File: config.mk
export PLATFORM = sky130hd
export DESIGN_NAME = chan_mux_reg
export DESIGN_NICKNAME = d
export VERILOG_FILES = /design/src/rtl/chan_mux_reg.sv
export SDC_FILE = /design/constraint.sdc
export NUM_CORES = 1
export LEC_CHECK = 0
export ABC_AREA = 1
export BUFFER_PORTS_ARGS = -buffer_cell sky130_fd_sc_hd__buf_2
export CORE_AREA = 2 2 64 66
export CTS_BUF_LIST = sky130_fd_sc_hd__clkbuf_4 sky130_fd_sc_hd__clkbuf_8 sky130_fd_sc_hd__clkbuf_16
export CTS_CLUSTER_DIAMETER = 120
export DETAILED_ROUTE_END_ITERATION = 10
export DIE_AREA = 0 0 66 68
export GPL_TIMING_DRIVEN = 0
export HOLD_SLACK_MARGIN = 0.08
export PLACE_DENSITY = 0.72
export SKIP_CTS_REPAIR_TIMING = 1
export SKIP_LAST_GASP = 1
export SLEW_MARGIN = 20
export SYNTH_ARGS = -nofsm -noshare
export SYNTH_HDL_FRONTEND = slang
export SYNTH_SLANG_ARGS = --single-unit
File: constraint.sdc
create_clock -name clk -period 1.5 [get_ports clk]
set_input_delay 0.15 -clock clk [delete_from_list [all_inputs] [get_ports clk]]
set_output_delay 0.15 -clock clk [all_outputs]
set_load 0.05 [all_outputs]
File: src/rtl/chan_mux_reg.sv
// Channel multiplexer feeding a one-entry registered output stage with beat counter.
// Define ROUND_ROBIN_EN to replace sel-based selection with a round-robin arbiter.
module chan_mux_reg #(
    parameter int WIDTH    = 8,
    parameter int CHANNELS = 4,
    localparam int SEL_W   = (CHANNELS > 1) ? $clog2(CHANNELS) : 1
) (
    input  logic                      clk,
    input  logic                      reset,
    input  logic [CHANNELS*WIDTH-1:0] in_data,
    input  logic [CHANNELS-1:0]       in_valid,
    output logic [CHANNELS-1:0]       in_ready,
    input  logic [SEL_W-1:0]          sel,
    output logic [WIDTH-1:0]          out_data,
    output logic                      out_valid,
    input  logic                      out_ready,
    output logic [SEL_W-1:0]          out_chan,
    output logic [15:0]               xfer_count,
    output logic                      sel_err
);

    // Handshake: an input beat on channel i transfers on a rising edge when
    // in_valid[i] and in_ready[i] are both high; the output beat transfers when
    // out_valid and out_ready are both high. in_ready never depends on in_valid
    // in select mode, and only picks among valid channels in round-robin mode.

    typedef enum logic {EMPTY = 1'b0, FULL = 1'b1} state_t;

    state_t            state_q;
    state_t            state_d;
    logic [SEL_W-1:0]  grant;
    logic              grant_ok;
    logic              can_load;
    logic              accept;
    logic [WIDTH-1:0]  grant_data;

`ifdef ROUND_ROBIN_EN
    logic [SEL_W-1:0] ptr_q;
    logic             unused_sel;

    assign unused_sel = ^sel;
    assign sel_err    = 1'b0;

    // Channels above the pointer win first, then the lowest at or below it (wrap).
    always_comb begin
        grant    = '0;
        grant_ok = 1'b0;
        for (int i = 0; i < CHANNELS; i++) begin
            if (!grant_ok && in_valid[i] && (SEL_W'(i) > ptr_q)) begin
                grant    = SEL_W'(i);
                grant_ok = 1'b1;
            end
        end
        for (int i = 0; i < CHANNELS; i++) begin
            if (!grant_ok && in_valid[i] && (SEL_W'(i) <= ptr_q)) begin
                grant    = SEL_W'(i);
                grant_ok = 1'b1;
            end
        end
    end

    always_ff @(posedge clk or posedge reset) begin
        if (reset) begin
            ptr_q <= SEL_W'(CHANNELS - 1);
        end else if (accept) begin
            ptr_q <= grant;
        end
    end
`else
    assign grant = sel;

    generate
        if (CHANNELS == (1 << SEL_W)) begin : g_full_range
            assign grant_ok = 1'b1;
        end else begin : g_part_range
            assign grant_ok = ({1'b0, sel} < (SEL_W + 1)'(CHANNELS));
        end
    endgenerate

    always_ff @(posedge clk or posedge reset) begin
        if (reset) begin
            sel_err <= 1'b0;
        end else if (!grant_ok) begin
            sel_err <= 1'b1;
        end
    end
`endif

    assign can_load  = (state_q == EMPTY) | out_ready;
    assign out_valid = (state_q == FULL);

    always_comb begin
        in_ready   = '0;
        grant_data = '0;
        for (int i = 0; i < CHANNELS; i++) begin
            in_ready[i] = can_load & grant_ok & (grant == SEL_W'(i));
            if (grant == SEL_W'(i)) begin
                grant_data = in_data[i*WIDTH +: WIDTH];
            end
        end
    end

    assign accept = |(in_ready & in_valid);

    always_comb begin
        state_d = state_q;
        case (state_q)
            EMPTY: if (accept) state_d = FULL;
            FULL: begin
                if (accept)         state_d = FULL;
                else if (out_ready) state_d = EMPTY;
            end
            default: state_d = EMPTY;
        endcase
    end

    always_ff @(posedge clk or posedge reset) begin
        if (reset) begin
            state_q    <= EMPTY;
            out_data   <= '0;
            out_chan   <= '0;
            xfer_count <= '0;
        end else begin
            state_q <= state_d;
            if (accept) begin
                out_data   <= grant_data;
                out_chan   <= grant;
                xfer_count <= xfer_count + 16'd1;
            end
        end
    end

endmodule
# Yosys cells after proc, flatten, opt, wreduce, memory -nomap -nowiden
# Index checks and enable logic that the tools add are counted.
dict set report word_totals {
  ff_bits 27
  latchBits 0
  ram_bits 0
  romBits 0
  inputBits 41
  output_inout_bits 32
  elab_cells 25
  n_memories 0
}
dict set report classes {
  add_sub_neg 1
  n_mul 0
  div_mod_pow 0
  order_cmp 0
  eq_ne 3
  n_shift 0
  muxes 8
  n_bitwise 7
  n_reduce_logical 2
}
# operator count
set op_table {}
lappend op_table {{8-bit 2-to-1 mux} 4}
lappend op_table {{16-bit by 1-bit adder with 16-bit output, second input constant} 1}
lappend op_table {{1-bit AND} 4}
lappend op_table {{4-bit AND} 1}
lappend op_table {{2-bit == test, second input constant} 2}
lappend op_table {{4-bit OR reduction} 1}
lappend op_table {{1-bit 2-to-1 mux} 3}
lappend op_table {{2-bit by 1-bit == test with 1-bit output, second input constant} 1}
lappend op_table {{2-bit zero test} 1}
lappend op_table {{1-bit case mux with 2 select lines} 1}
lappend op_table {{1-bit NOT} 1}
lappend op_table {{1-bit OR} 1}

# Depth between registers and ports, before layout
dict set report depth {
  word_depth 7
  depth_mapped 10
}

# Least setup slack after synthesis
# OpenSTA, ideal clock, no wires.
dict set report synth_timing {
  path_type {register to output}
  from {register state_q, in the netlist out_valid}
  to {output in_ready[0]}
  arrival_time_ns 1.918
  setup_slack_ns -0.568
  stages_incl_launch_ff 4
  path_cell_list {dfrtp_1 nand2_1 inv_1 nor3_1}
}
dict set report synth_via {
  elab_chain_cells 3
}
# item line
set synth_lines {}
lappend synth_lines {{start, declared} 29} ;# state_t state_q;
lappend synth_lines {{start signal, assigned} 124} ;# state_q <= state_d;
lappend synth_lines {{1-bit NOT} 89} ;# assign can_load = (state_q == EMPTY) | out_ready;
lappend synth_lines {{1-bit OR} 89}
lappend synth_lines {{1-bit AND} 96} ;# in_ready[i] = can_load & grant_ok & (grant == SEL_W'(i));
lappend synth_lines {{end, declared} 12} ;# output logic [CHANNELS-1:0] in_ready,
# Every way passes these cells.

# Final worst setup path
dict set report layout_timing {
  from {register state_q, in the netlist out_valid}
  to {output in_ready[3]}
}
# Same word-level chain as after synthesis.

==> summary.md <==
| Metric | Value |
|---|---|
| Critical-path top delay cell | dfrtp_2 |
| Worst min-delay path class | input port to register |
| R2R setup slack | 150 ps |
| Synth area leaders | dfrtp_1 40%, nand2_1 21%, nand3_1 5.6% |
| Die Area | 4490 um2 |
| Number of port buffers | 69 |
| Vias in the first global route | 1569 |
| Reg2reg path depth | 8 |
| CTS Sinks | 27 |
| Critical path class | register to output port |
| Fin crit share | 0.934 |
| Clk buf depth | 2 |
| Startpoint types | register |
| Commonest non-fill, non-tap cells in the layout | 95 x nand2_1, 66 x buf_2, 19 x nand3_1, 19 x dfrtp_1, 12 x nor2_1 |
| CORE AREA | 3860 um2 |
| Leak | 1.14 nW |
| DR vias | 1714 |
| Average cell area after synthesis | 7.19 um2 |
| Area leader, netlist | dfrtp_1 |
| WL/cell | 11.3 um |
| Pwr dens | 1460 nW/um2 |
| Pin count of the biggest net entering global routing | 28 |
| Routed vias/inst | 4.76 |
| Count of pins over their slew limit | 0 |
| CP cell instances | nand2_2 -> inv_2 -> nor2_2 -> buf_2 |
| Clk_lat worst skew | 270 ps |
| CP Max Fanout | 6 |
| Sequential cell area fraction in the yosys report | 0.398 |
| RR Endpoint | xfer_count[10] |
| Clk Tree Root Cell | clkbuf_8 |
| Initial core utilization | 0.440 |
| Relative slew slack | 0.617 |
| Placed Cells incl. Taps | 355 |
| Hold Path Origin | in_data[25] |
| DP HPWL | 3.22 mm |
| Clock Pin Slew Worst Setup and Hold Paths | 90 ps |
| Layout area overhead | 30.7% |
| Fraction of layout cells with a size suffix above 1 | 0.365 |
| First-pass GRT wire length | 6.92 mm |
| Commonest non-fill, non-tap cell in the layout | nand2_1 |
| Row count | 23 |
| Total CTS buffers | 3 |
| Clock Power Share | 0.132 |
| Syn Inst Count | 236 |
| #FFs+latches synth | 27 |
| Setup violators final | 0 |
| Total Routed Length | 4.05 mm |
| NetSw | 1.65 mW |
| Hold Path Sink | out_data[1] |
| Gate power share | 0.509 |
| Syn Nets | 278 |
| Minimum clock period | 1400 ps |
| Seq pwr share | 0.359 |
| DRC Markers | 0 |
| Yosys cell types | 24 |
| Hold Path Depth | 3 |
| Synthesized area | 1700 um2 |
| DRT antenna net count | 0 |
| Gpl congestion | 0.819 |
| Boundary Pins | 73 |
| Worst Setup End Kind | output port |
| Status | finished, final reports clean |
| Count of final hold-check violations | 0 |
| Ant diodes | 0 |
| Gr usage total | 0.195 |
| Worst Max-Slew Pin Slew | 574 ps |
| Final Skew | 4.44 ps |
| Worst r2r src | xfer_count[1] |
| Initial antenna violation count | 0 |
| Switching Share | 0.510 |
| # Max-Cap Violations | 0 |
| Htree depth | 1 |
| GRT overflow | 0 |
| Arr. time, crit path | 1250 ps |
| DIE HEIGHT | 68 um |
| Fmax | 714 MHz |
| CTS tree | done |
| Worst endpoint required time | 1350 ps |
| Yosys top cell area share | 0.398 |
| Final Net Count | 353 |
| Worst vdd ir | 0.847 mV |
| Final Non-Filler Cells | 360 |
| Max incr delay on CP | 420 ps |
| Detailed-router iteration count before antenna repair | 4 |
| DRT iter0 DRCs | 118 |
| RSZ-0062 raised after global routing | false |
| Die W | 66 um |
| Int Pwr | 1.59 mW |
| Final TNS setup | 0 ps |
| Warnings, synthesis | 0 |
cells in the mapped netlist, drive strengths merged:
master	instances
nand4	4
conb	1
nor2	20
o21ai	19
buf	7
nor3	3
a21oi	8
nand2	101
xor2	4
nand3	19
xnor2	4
dfrtp	27
inv	18
ha	1
layout make-up:
| type | count | area [um2] |
|---|---|---|
| plain buffers | 7 | 75.1 |
| clock buffers | 4 | 48.8 |
| fillers | 385 | 1640 |
| inverters | 18 | 70.1 |
| multi-input cells | 184 | 913 |
| flip-flops and latches | 27 | 686 |
| well taps | 50 | 62.6 |
| repair buffers | 70 | 363 |
state kept, by name (all words and copies together) (netlist names):
name	cells
out_valid	1
xfer_count	16
out_data	8
out_chan	2
routing by layer:
layer | track usage | wire length, um | up-vias
met1 | 0.252 | 1880 | 759
li1 | - | - | 896
met3 | 0.0345 | 201 | 8
met2 | 0.335 | 1890 | 51
met4 | 0.0587 | 72 | 0
met5 | 0 | 0 | -
through the flow:
stage          hold slack [ps]   util  setup WS (ps)  power (mW)  instance area [um2]
6_report                   143  0.575           99.1        3.24                 2220
5_1_grt                    148  0.575           11.0        3.45                 2220
4_1_cts                    141  0.567          -76.5        3.25                 2190
3_5_place_dp               424  0.555            128        2.82                 2140
3_3_place_gp               418  0.555            135        2.79                 2140
2_1_floorplan              202      -          -91.7        2.40                 1730
worst max path at each step:
| stage | start | to | slack, ps | cells past startpoint |
|---|---|---|---|---|
| floorplan | out_valid | in_ready[0] | -90 | 3 |
| global placement | xfer_count[1] | xfer_count[8] | 140 | 7 |
| detailed placement | xfer_count[1] | xfer_count[8] | 130 | 7 |
| CTS | out_valid | in_ready[1] | -80 | 4 |
| global route | xfer_count[1] | xfer_count[10] | 10 | 8 |
| finish | out_valid | in_ready[3] | 100 | 4 |
kinds of logic (layout without fill, tap and decap cells):
family | after synthesis | count (layout) | share of synthesized area
AOI/OAI and AO/OA | 27 | 27 | 0.0818
other | 1 | 1 | 0.00221
buffers and inverters | 25 | 99 | 0.0855
DFF | 27 | 27 | 0.398
adders and majority gates | 1 | 1 | 0.00737
and+or+nand+nor | 147 | 147 | 0.384
xor gates and xnor gates | 8 | 8 | 0.0413
worst max-delay path: cells and delay by family (launching register included):
kind	cells	cell delay, ps
flip-flops	1	420
AND/OR/NAND/NOR	2	200
buffers and inverters	2	350
power by group through the flow:
stage / clock network (mW) / registers [mW] / logic [mW]
floorplan: 0 / 1.85 / 0.550
global placement: 0 / 1.17 / 1.62
detailed placement: 0 / 1.17 / 1.65
CTS: 0.446 / 1.16 / 1.65
global route: 0.470 / 1.21 / 1.78
finish: 0.428 / 1.16 / 1.65
(Power assumes the default switching activity.)
